$ cat config.mk
export PLATFORM = sky130hd
export DESIGN_NAME = bcd2bin
export DESIGN_NICKNAME = d
export VERILOG_FILES = /design/src/rtl/bcd2bin.sv
export SDC_FILE = /design/constraint.sdc
export NUM_CORES = 1
export LEC_CHECK = 0
export ABC_AREA = 0
export BUFFER_PORTS_ARGS = -buffer_cell sky130_fd_sc_hd__buf_2
export CAP_MARGIN = 20
export CORE_MARGIN = 1
export CORE_UTILIZATION = 50
export CTS_BUF_LIST = sky130_fd_sc_hd__clkbuf_2 sky130_fd_sc_hd__clkbuf_4 sky130_fd_sc_hd__clkbuf_8
export DETAILED_ROUTE_END_ITERATION = 8
export GPL_TIMING_DRIVEN = 0
export HOLD_SLACK_MARGIN = 0.02
export PLACE_DENSITY = 0.72
export SYNTH_ARGS = -nofsm -noshare
export SYNTH_HDL_FRONTEND = slang
export SYNTH_SLANG_ARGS = --single-unit
export TNS_END_PERCENT = 50
$ cat constraint.sdc
create_clock -name i_clk -period 3.8 [get_ports i_clk]
set_input_delay 0.76 -clock i_clk [delete_from_list [all_inputs] [get_ports i_clk]]
set_output_delay 0.76 -clock i_clk [all_outputs]
set_load 0.01 [all_outputs]
$ cat src/rtl/bcd2bin.sv
// Digit-serial signed BCD (sign + 4 digits) to 11-bit two's-complement converter.
// Optional range/digit checking is built when BCD2BIN_ERRCHK_EN is defined.
module bcd2bin (
  input  logic        i_clk,
  input  logic        i_rstn,
  input  logic [16:0] i_bcd,
  input  logic        i_bcd_vld,
  output logic        o_bcd_rdy,
  output logic [10:0] o_bin,
  output logic        o_bin_vld,
  output logic        o_bin_err
);

  typedef enum logic [1:0] {StIdle, StConv, StOut} state_e;

  state_e      r_state;
  logic [16:0] r_bcd;
  logic [14:0] r_acc;
  logic [1:0]  r_idx;
  logic [10:0] r_bin;
  logic        r_bin_vld;

  logic [3:0]  w_digit;
  logic [14:0] w_acc_nxt;
  logic [10:0] w_mag;
  logic [10:0] w_res;

  always_comb begin
    w_digit = 4'd0;
    unique case (r_idx)
      2'd3: w_digit = r_bcd[15:12];
      2'd2: w_digit = r_bcd[11:8];
      2'd1: w_digit = r_bcd[7:4];
      2'd0: w_digit = r_bcd[3:0];
      default: w_digit = 4'd0;
    endcase
  end

  // acc*10 via shifts; 15 bits holds the all-0xF worst case without wrapping
  assign w_acc_nxt = (r_acc << 3) + (r_acc << 1) + {11'd0, w_digit};
  assign w_mag     = {1'b0, r_acc[9:0]};
  assign w_res     = r_bcd[16] ? (11'd0 - w_mag) : w_mag;

`ifdef BCD2BIN_ERRCHK_EN
  logic r_dig_err;
  logic r_bin_err;
  logic w_dig_bad;

  assign w_dig_bad = (i_bcd[15:12] > 4'd9) || (i_bcd[11:8] > 4'd9) ||
                     (i_bcd[7:4] > 4'd9) || (i_bcd[3:0] > 4'd9);
`endif

  always_ff @(posedge i_clk) begin
    if (!i_rstn) begin
      r_state   <= StIdle;
      r_bcd     <= '0;
      r_acc     <= '0;
      r_idx     <= '0;
      r_bin     <= '0;
      r_bin_vld <= 1'b0;
`ifdef BCD2BIN_ERRCHK_EN
      r_dig_err <= 1'b0;
      r_bin_err <= 1'b0;
`endif
    end else begin
      r_bin_vld <= 1'b0;
`ifdef BCD2BIN_ERRCHK_EN
      r_bin_err <= 1'b0;
`endif
      case (r_state)
        StIdle: begin
          if (i_bcd_vld) begin
            r_bcd   <= i_bcd;
            r_acc   <= '0;
            r_idx   <= 2'd3;
            r_state <= StConv;
`ifdef BCD2BIN_ERRCHK_EN
            r_dig_err <= w_dig_bad;
`endif
          end
        end
        StConv: begin
          r_acc <= w_acc_nxt;
          r_idx <= r_idx - 2'd1;
          if (r_idx == 2'd0) r_state <= StOut;
        end
        StOut: begin
          r_bin_vld <= 1'b1;
          r_state   <= StIdle;
`ifdef BCD2BIN_ERRCHK_EN
          if (r_dig_err || (r_acc > 15'd1023)) begin
            r_bin     <= '0;
            r_bin_err <= 1'b1;
          end else begin
            r_bin <= w_res;
          end
`else
          r_bin <= w_res;
`endif
        end
        default: r_state <= StIdle;
      endcase
    end
  end

  assign o_bcd_rdy = (r_state == StIdle);
  assign o_bin     = r_bin;
  assign o_bin_vld = r_bin_vld;
`ifdef BCD2BIN_ERRCHK_EN
  assign o_bin_err = r_bin_err;
`else
  assign o_bin_err = 1'b0;
`endif

endmodule

**Yosys cells after proc, flatten, opt, wreduce, memory -nomap -nowiden**

Cells that the tools add are included.

- Word-level logic and storage cells: 33
- Bits in registers: 43

- Equality and inequality tests: 7
- Reductions and logical operators: 6
- Muxes and demuxes: 10
- Add/sub/neg operators: 4

Operator list:

| cell | count |
|---|---|
| $pmux 10 s2 | 1 |
| $pmux 4 s4 | 1 |
| $mux 11 | 1 |
| $sub 1x10->11 const A | 1 |
| $add 10x10->10 | 1 |
| $add 10x4->10 | 1 |
| $mux 10 | 1 |
| $pmux 2 s2 | 2 |
| $eq 2x2->1 const B | 3 |
| $mux 2 | 3 |
| $reduce_and 2->1 | 3 |
| $eq 2x1->1 const B | 2 |
| $logic_not 2->1 | 2 |
| $ne 2x2->1 const B | 2 |
| $reduce_bool 2->1 | 1 |
| $sub 2x1->2 const B | 1 |
| $mux 1 | 1 |

**Logic depth before layout (Yosys ltp)**

Gate-level depths: netlist of run 1.

- Word-level depth: 4
- Mapped depth: 13
- Mapped depth without buffers: 13

**Worst setup path after synthesis of run 1**

OpenSTA, ideal clock, no wires.

- Kind: reg-to-reg
- Start: register r_idx[0]
- End: register r_acc[8]
- Arrival time: 2.653 ns
- Path slack: 1.026 ns
- Stages on the path, launching flop included: 13
- Required time: 3.678 ns
- Path buffers: 0
- Period minus slack after synthesis: 2.774 ns
- Setup time: 0.122 ns
- Path through: dfxtp_1 inv_1 ha_1 a222oi_1 a21oi_1 ha_1 ha_1 fa_1 a21o_1 a211oi_1 o21bai_1 xnor2_1 o21ai_0

- Longest elaborated chain between the ends: 4
- Elaborated cells on any way between the ends: 7

RTL lines:

| element | RTL line | source |
|---|---|---|
| from (decl) | 19 | `logic [1:0] r_idx;` |
| from (signal assigned) | 84 | `r_idx <= r_idx - 2'd1;` |
| $eq 2x1->1 (tied with other cells) | 30 | `unique case (r_idx)` |
| $pmux 4 s4 (*) | 30 |  |
| $add 10x4->10 (*) | 40 | `assign w_acc_nxt = (r_acc << 3) + (r_acc << 1) + {11'd0, w_digit};` |
| $pmux 10 s2 (*) | 70 | `case (r_state)` |
| to (signal assigned) | 83 | `r_acc <= w_acc_nxt;` |
| to (decl) | 18 | `logic [14:0] r_acc;` |

Every way passes the cells marked *; elsewhere a longest branch is shown, timed or not.
A chain may end at the register's enable or synchronous reset.

**Worst setup path after layout of run 1**

- Start: register r_idx[0]
- End: register r_acc[7]

The elaborated chain is that of the path after synthesis.

==> results of run 1 <==
-- worst max-delay path by stage --
stage               slack, ns  endpoint  depth (start not counted)     start
floorplan                1.03  r_acc[8]                         12  r_idx[0]
global placement         0.79  r_acc[8]                         12  r_idx[0]
detailed placement       0.71  r_acc[7]                         13  r_idx[0]
CTS                      0.69  r_acc[7]                         13  r_idx[0]
global route             0.45  r_acc[7]                         13  r_idx[0]
finish                   0.70  r_acc[7]                         13  r_idx[0]
-- power by group through the flow --
stage | Sequential, mW | Combinational, mW | Clock [mW]
after floorplan | 0.502 | 0.119 | 0
after global placement | 0.505 | 0.165 | 0
after detailed placement | 0.505 | 0.169 | 0
after CTS | 0.495 | 0.170 | 0.314
after global routing | 0.499 | 0.192 | 0.331
final | 0.495 | 0.169 | 0.306
-- metal layers --
metal	share of wire (%)	wire, um	global-route usage, %	vias up
met5	0	0	0	-
met4	1.2	61	7.33	0
met3	6.2	323	3.42	8
met2	47	2460	36.9	54
met1	45	2350	30.4	942
li1	-	-	-	1029
-- final cells by class --
type                    instances  area [um^2]  share of cell area (%)
plain buffers                  17         78.8                    2.95
inverters                       9         33.8                    1.27
well taps                      52         65.1                    2.44
clock buffers                   5         68.8                    2.58
repair buffers                 31          155                    5.82
multi-input cells             203         1380                    51.8
clock inverters                 3         23.8                   0.891
flip-flops and latches         43          861                    32.3
-- logic make-up (layout without fill, tap and decap cells) --
kind of cell | Yosys count | count (layout) | synth area share [%]
other | 1 | 1 | 0.159
flip-flops | 43 | 43 | 36.6
AND/OR/NAND/NOR | 95 | 95 | 18.5
multiplexers | 2 | 2 | 0.850
buffers and inverters | 26 | 65 | 4.78
adder cells (fa/ha/maj) | 21 | 21 | 11.8
AO/OA/AOI/OAI | 73 | 73 | 23.3
XOR/XNOR | 11 | 11 | 4.09
-- flip-flops by register name, summed over array words and instances (netlist names) --
signal     cells
o_bin         11
o_bin_vld      1
r_acc         10
r_bcd         17
r_idx          2
r_state        2
-- synthesized netlist by cell type (2+ instances only) --
library cell	instances
fa_1	2
and2_1	2
inv_1	9
or3_1	2
nor3_1	2
o211a_1	7
a31oi_1	4
nand4_1	3
a21o_1	2
nand2_1	52
mux2i_1	2
xnor2_1	4
xor2_1	7
nor2_1	11
a211oi_1	4
buf_4	2
nand3_1	10
a222oi_1	4
clkbuf_1	14
o21ai_0	12
a21boi_0	23
nand2b_1	2
o41ai_2	2
dfxtp_1	43
nor2b_1	4
ha_1	19
a21oi_1	7
-- worst reg2reg max path: stages (launching register included) --
cell and delay [ns]:
dfxtp_1 0.38, inv_1 0.10, ha_1 0.24, a222oi_1 0.34, nand2_1 0.09, o21ai_0 0.15, fa_1 0.49, inv_1 0.11
ha_1 0.26, a211oi_1 0.22, nor2_1 0.12, nor2_1 0.14, nor4b_1 0.07, o31a_1 0.30
==> flow_summary.toml, run 1 <==
[run_status]
status = "finished with violations"
failed_checks = "design-rule violations"

[sta]
rsz0062_at_grt = "false"
slew_headroom_pct = 62.1
finalWorstSetupSlack_ns = 0.695
worst_slew_pin_slew_ns = 0.569
finalSetupTns_ns = 0
fmax_mhz = 322
setup_viol = 0
fin_worst_skew_ns = 0.00452
fin_crit_ns = 3.10
finalHoldViolations = 0
drv_slew = 0
hold_slack_ns = 0.472
finalCritPeriodShare_pct = 81.7

[placed_design]
place_hpwl_mm = 3.91
place_congestion = 0.835
port_buffers = 31
dp_slack_ns = 0.714
placed_area_mm2 = 0.00257
post-place-cells = 355

[final_layout]
nFillCells = 410
mostFrequentLayoutCells = "52 x nand2_1, 43 x dfxtp_1, 31 x buf_2"
nets = 351
area_growth_pct = 13.3
diodes = 0
postLayoutCellArea_mm2 = 0.00267
fin_util_pct = 60.0
final_common_cell = "nand2_1"
drive_above_1_share_pct = 14.8
finalNonFillerCells = 363

[power]
ir_drop_uv = 184
clkPwrFrac_pct = 31.5
p_leak_nw = 1.23
p_comb_share_pct = 17.4
seq_power_share_pct = 51.0
intPower_mw = 0.675
power_mw = 0.969
powerDensity_mw_per_mm2 = 363
power.switching_mw = 0.295
power_switching_share_pct = 30.4

[routing]
drt-vias-per-instance = 5.60
drt_wl_total_mm = 5.20
ant_nets = 0
drc = 2
num_vias = 2033
drt_iter0_drc = 109
post_drt_wl_per_cell_um = 14.3
first_pass_iters = 6

[cts]
cts-htree-levels = 2
postCtsSetupBuffers = 0
ctsResizeCount = 0
clock-root-buffer = "clkbuf_8"
clk_latency_ns = 0.30
ctsHoldBuffers = 0
clock_path_buffers = 2
cts_tree = "done"
clock-sinks = 43
clk_pin_slew_ns = 0.09
cts_buffers = 5

[setup_path]
crit_chain = "inv_1, ha_1, a222oi_1, nand2_1, o21ai_0, fa_1, inv_1, ha_1, a211oi_1, nor2_1, nor2_1, nor4b_1, o31a_1"
reg2reg_depth = 13
regToRegEndpoint = "r_acc[7]"
path_class = "reg -> reg"
cp_num_buf_inv = 2
path_max_fanout = 4
cp_top_family = "compound AO/OA/AOI/OAI gates"
cp_data_arrival_time_ns = 3.30
cp-end-kind = "register"
startpoint_type = "register"
required_ns = 3.99
max_stage_delay_ns = 0.49
timing.rr.start = "r_idx[0]"
r2r_slack_ns = 0.70
cp_slowest_cell = "fa_1"

[grt]
grt.overflow.total = 0
first_global_vias = 1851
antenna_found_initial = 0
grt_pass1_wl_mm = 8.78
grt_max_degree = 16
grt.total_usage_pct = 22.4

[synth]
ys_ff_latch = 43
ys_types = 44
post-synth-top-area-cell = "dfxtp_1"
synth_top_area_share_pct = 36.6
synthTopCellsByArea = "dfxtp_1 37%, ha_1 10%, nand2_1 8.3%"
ys_async_sr_fraction_pct = 0
synth_warnings = 0
synthFlopType = "dfxtp_1"
synth_area_per_cell_um2 = 8.66
ys_seq_area_share_pct = 36.6
syn_inst = 272
synth_fp_nets = 313
synth_edf_count = 0
netlist_area_mm2 = 0.00235

[min_path]
hold_path_end = "r_bcd[6]"
hp-class = "reg -> reg"
hp-start = "r_bcd[6]"
min_path_cells = 2

[floorplanning]
row_count = 24
die_h_um = 70.6
io_pins = 34
start_util_pct = 53.0
fp.dieW_um = 70.6
coreArea_mm2 = 0.00444
dieArea_mm2 = 0.00499

[flow_run]
maxCapViolations = 0
(Power assumes the default switching activity.)
==> inputs of run 2 (changes only) <==
==> constraint.sdc (replaced) <==
create_clock -name i_clk -period 2.94 [get_ports i_clk]
set_input_delay 0.588 -clock i_clk [delete_from_list [all_inputs] [get_ports i_clk]]
set_output_delay 0.588 -clock i_clk [all_outputs]
set_load 0.01 [all_outputs]
==> run 2 against run 1 <==
Hold slack got worse by 0.0016 ns. Clock power grew 29%. Register-to-register slack got worse by 0.55 ns. Routed wire length increased by 2.6%. Clock skew about the same. Non-clock buffer count increased by 5. Total power grew 33%. The flow still finishes with violations (design-rule violations). Die area unchanged. Maximum frequency up 11%. First-iteration DRC count is 13% lower. Sequential power increased by 30%. Sequential cell count unchanged.
==> flow_summary.toml, run 2 (synthesis gave the netlist of run 1 again) <==
[min_path]
hp-start = "r_bcd[6]"
min_path_cells = 2
hold_path_end = "r_bcd[6]"
hp-class = "reg -> reg"

[sta]
setup_viol = 0
hold_slack_ns = 0.470
fmax_mhz = 358
fin_crit_ns = 2.79
finalHoldViolations = 0
worst_slew_pin_slew_ns = 0.560
drv_slew = 0
rsz0062_at_grt = "true"
fin_worst_skew_ns = 0.00403
finalCritPeriodShare_pct = 95.0
slew_headroom_pct = 62.7

[final_layout]
final_common_cell = "nand2_1"
diodes = 0
area_growth_pct = 18.9
drive_above_1_share_pct = 21.5
nets = 356
finalNonFillerCells = 368
mostFrequentLayoutCells = "52 x nand2_1, 41 x dfxtp_1, 31 x buf_2"
regMostFlops = "r_bcd"
nFillCells = 380
largest_register_ffs = 17

[setup_path]
cp_top_family = "compound AO/OA/AOI/OAI gates"
required_ns = 3.13
cp_num_buf_inv = 2
timing.rr.start = "r_idx[0]"
crit_chain = "inv_4, ha_4, a222oi_1, nand2_1, o21ai_2, fa_1, inv_2, ha_4, a211oi_2, nor2_2, nand4_1, a21oi_1, a311o_1"
critical_path.most_common_cell = "ha_4"
reg2reg_depth = 13
r2r_slack_ns = 0.15
cp-end-kind = "register"
path_class = "reg -> reg"
startpoint_type = "register"
cp_slowest_cell = "fa_1"
max_stage_delay_ns = 0.47
path_max_fanout = 4
cp_data_arrival_time_ns = 2.99
regToRegEndpoint = "r_acc[9]"

[grt]
grt.total_usage_pct = 22.4
first_global_vias = 1857
grt_pass1_wl_mm = 8.77
grt_max_degree = 16
grt.overflow.total = 0
antenna_found_initial = 0

[floorplanning]
start_util_pct = 53.0
row_count = 24
coreArea_mm2 = 0.00444
die_h_um = 70.6
fp.dieW_um = 70.6
io_pins = 34
dieArea_mm2 = 0.00499

[routing]
ant_nets = 0
wl_met2_mm = 2.56
wl_met3_um = 205
dr.max_layer_used = "met4"
first_pass_iters = 8
drc = 2
met1_length_mm = 2.51
drt-vias-per-instance = 5.56
post_drt_wl_per_cell_um = 14.5
num_vias = 2046
drt_iter0_drc = 95
drt_wl_total_mm = 5.33

[run_status]
failed_checks = "design-rule violations"
status = "finished with violations"

[cts]
clock-sinks = 43
cts_buffers = 5
clock-root-buffer = "clkbuf_8"
clock_path_buffers = 2
cts_tree = "done"
clk_pin_slew_ns = 0.09
clk_latency_ns = 0.30
cts-htree-levels = 2

[placed_design]
post-place-cells = 355
port_buffers = 31
place_congestion = 0.835
place_hpwl_mm = 3.91

[power]
p_leak_nw = 1.25
powerDensity_mw_per_mm2 = 460
ir_drop_uv = 271
power_mw = 1.29

[flow_run]
maxCapViolations = 0
run 2: cell count changes in the layout (fill, tap and decap cells not counted), sizes merged:
cell / before / now
buf: 34 / 39
run 2: worst max-delay path by stage:
| stage | startpoint | slack (ns) | depth (start not counted) | end |
|---|---|---|---|---|
| global route | r_idx[0] | -0.008 | 13 | r_acc[9] |
| global placement | r_idx[0] | -0.07 | 12 | r_acc[8] |
| CTS | r_idx[0] | 0.008 | 13 | r_acc[7] |
| floorplan | r_idx[0] | 0.17 | 12 | r_acc[8] |
| finish | r_idx[0] | 0.15 | 13 | r_acc[9] |
| detailed placement | r_idx[0] | -0.15 | 13 | r_acc[7] |
run 2: metal layers:
| metal | track usage, % | vias to the layer above |
|---|---|---|
| met5 | 0 | - |
| met4 | 7.33 | 0 |
| met3 | 3.42 | 7 |
| met2 | 37.0 | 49 |
| met1 | 30.2 | 947 |
| li1 | - | 1043 |
run 2: worst min-delay path: cells and delay by family, from the launching register on:
kind / cells / cell delay (ns)
compound gates: 1 / 0.06
simple gates: 1 / 0.05
flops: 1 / 0.32
run 2: report_power, final:
part	internal, mW	switching [mW]	total, mW	leakage [nW]
combinational	0.106	0.142	0.249	0.861
clock	0.170	0.223	0.394	0.0408
sequential	0.615	0.0293	0.645	0.352
total	0.892	0.395	1.29	1.25
run 2: stage by stage:
stage          setup TNS (ns)  util, %  cell area (um^2)  setup slack, ns
6_report                    0     63.0              2800            0.147
3_5_place_dp           -0.380     57.9              2570           -0.146
3_3_place_gp           -0.159     57.9              2570          -0.0737
5_1_grt               -0.0103     63.0              2800         -0.00798
2_1_floorplan               0        -              2350            0.166
4_1_cts                     0     60.4              2680          0.00830
run 2: layout make-up:
cell class / count / area (um^2) / share of cell area, %
buffer: 17 / 78.8 / 2.82
clock buffer: 5 / 68.8 / 2.46
clock inverter: 3 / 23.8 / 0.849
inverter: 9 / 36.3 / 1.30
multi-input combinational: 203 / 1470 / 52.3
sequential: 43 / 868 / 31.0
tap: 52 / 65.1 / 2.32
timing repair buffer: 36 / 193 / 6.88
run 2: timing repair:
item | in CTS | in global routing
pin swaps | 2 | 17
resized for setup | 7 | 19
hold endpoints to repair | 0 | 0
setup buffers | 0 | 5
endpoints found under the setup margin | 4 | 5
hold buffers | 0 | 0
==> inputs of run 3 (changes only) <==
--- a/config.mk
+++ b/config.mk
@@ -15,6 +15,7 @@
 export GPL_TIMING_DRIVEN = 0
 export HOLD_SLACK_MARGIN = 0.02
 export PLACE_DENSITY = 0.72
+export RECOVER_POWER = 25
 export SYNTH_ARGS = -nofsm -noshare
 export SYNTH_HDL_FRONTEND = slang
 export SYNTH_SLANG_ARGS = --single-unit
==> constraint.sdc (replaced) <==
create_clock -name i_clk -period 2.94 [get_ports i_clk]
set_input_delay 0.588 -clock i_clk [delete_from_list [all_inputs] [get_ports i_clk]]
set_output_delay 0.588 -clock i_clk [all_outputs]
set_load 0.005 [all_outputs]
==> run 3 against run 2 <==
The run still ends with design-rule violations left. Count of clock-buffer cells in the layout unchanged. Clock skew about the same. Sequential share of layout area about the same. Critical endpoint unchanged. Largest cell class unchanged.
==> flow_summary.toml, run 3 (synthesis gave the netlist of run 1 again) <==
[cts]
cts_tree = "done"
clock-root-buffer = "clkbuf_8"
ctsHoldBuffers = 0
clk_pin_slew_ns = 0.09
cts-htree-levels = 2
clock_path_buffers = 2
clk_latency_ns = 0.30
clock-sinks = 43
cts_buffers = 5

[final_layout]
area_growth_pct = 18.8
drive_above_1_share_pct = 20.9
multi_input_area_mm2 = 0.00147
mostFrequentLayoutCells = "52 x nand2_1, 41 x dfxtp_1, 29 x buf_2"
postLayoutCellArea_mm2 = 0.00280
regArea_um2 = 868
largest_register_ffs = 17
nets = 356
final_common_cell = "nand2_1"
regMostFlops = "r_bcd"
diodes = 0
nFillCells = 381

[routing]
drt_iter0_drc = 94
drt-vias-per-instance = 5.58
drt_wl_total_mm = 5.34
post_drt_wl_per_cell_um = 14.5
wl_met2_mm = 2.56
first_pass_iters = 9
met1_length_mm = 2.49
ant_nets = 0
wl_met3_um = 216
num_vias = 2052
dr.max_layer_used = "met4"
drc = 2

[min_path]
hp-class = "reg -> reg"

[sta]
worst_slew_pin_slew_ns = 0.561
hold_slack_ns = 0.470
fmax_mhz = 358
finalHoldViolations = 0
slew_headroom_pct = 62.6
fin_crit_ns = 2.79
finalCritPeriodShare_pct = 95.0
drv_slew = 0
rsz0062_at_grt = "true"
fin_worst_skew_ns = 0.00406
setup_viol = 0
finalSetupTns_ns = 0

[setup_path]
cp_data_arrival_time_ns = 2.99
cp-end-kind = "register"
path_max_fanout = 4
path_class = "reg -> reg"
startpoint_type = "register"
required_ns = 3.13

[floorplanning]
die_h_um = 70.6
coreArea_mm2 = 0.00444
row_count = 24
fp.dieW_um = 70.6
io_pins = 34
dieArea_mm2 = 0.00499
start_util_pct = 53.0

[grt]
first_global_vias = 1857
antenna_found_initial = 0
grt.overflow.total = 0
grt.total_usage_pct = 22.4
grt_pass1_wl_mm = 8.77
grt_max_degree = 16

[power]
p_leak_nw = 1.24
ir_drop_uv = 270
powerDensity_mw_per_mm2 = 459

[flow_run]
maxCapViolations = 0

[placed_design]
port_buffers = 31
place_hpwl_mm = 3.91
place_congestion = 0.835
placed_area_mm2 = 0.00257

[run_status]
status = "finished with violations"
failed_checks = "design-rule violations"
==> run 3: final timing paths <==
kind / start / to / slack, ns / depth (start not counted)
hold reg to reg: r_bcd[6] / r_bcd[6] / 0.47 / 2
setup reg to reg: r_idx[0] / r_acc[9] / 0.15 / 13
hold / removal: r_bcd[6] / r_bcd[6] / 0.47 / 2
setup / recovery: r_idx[0] / r_acc[9] / 0.15 / 13
==> run 3: area by class of cell <==
| cell class | count | share of cell area (%) |
|---|---|---|
| Buffer | 17 | 2.82 |
| Sequential cell | 43 | 31.1 |
| Inverter | 9 | 1.30 |
| Clock inverter | 3 | 0.850 |
| Clock buffer | 5 | 2.46 |
| Tap cell | 52 | 2.33 |
| Timing Repair Buffer | 36 | 6.80 |
| Multi-Input combinational cell | 203 | 52.4 |
==> run 3: routing by layer <==
metal	track usage, %	vias up
met5	0	-
met4	7.33	0
met3	3.42	7
met2	37.0	55
met1	30.2	947
li1	-	1043
==> run 3: metrics by stage <==
stage	setup slack (ns)	cells	total power [mW]	util [%]
6_report	0.146	368	1.28	62.9
3_5_place_dp	-0.146	355	0.868	57.9
3_3_place_gp	-0.0737	355	0.862	57.9
4_1_cts	0.00830	363	1.27	60.4
2_1_floorplan	0.166	272	0.799	-
5_1_grt	-0.00798	368	1.36	62.9
==> run 3: report_power, final <==
part	switching [mW]	leakage (nW)	internal (mW)
clock network	0.223	0.0408	0.170
logic	0.139	0.852	0.106
registers	0.0294	0.352	0.615
==> run 3: timing repair <==
item	4_1_cts	5_1_grt
endpoints found under the setup margin	4	5
pin swaps	2	17
resized for setup	7	19
buffers inserted	0	5
==> run 3: worst max-delay path, stage by stage, from the launching register on <==
cell,delay (ns)
dfxtp_4,0.39
inv_4,0.06
ha_4,0.16
a222oi_1,0.31
nand2_1,0.11
o21ai_2,0.10
fa_1,0.47
inv_2,0.10
ha_4,0.21
a211oi_2,0.23
nor2_2,0.08
nand4_1,0.13
a21oi_1,0.08
a311o_1,0.28
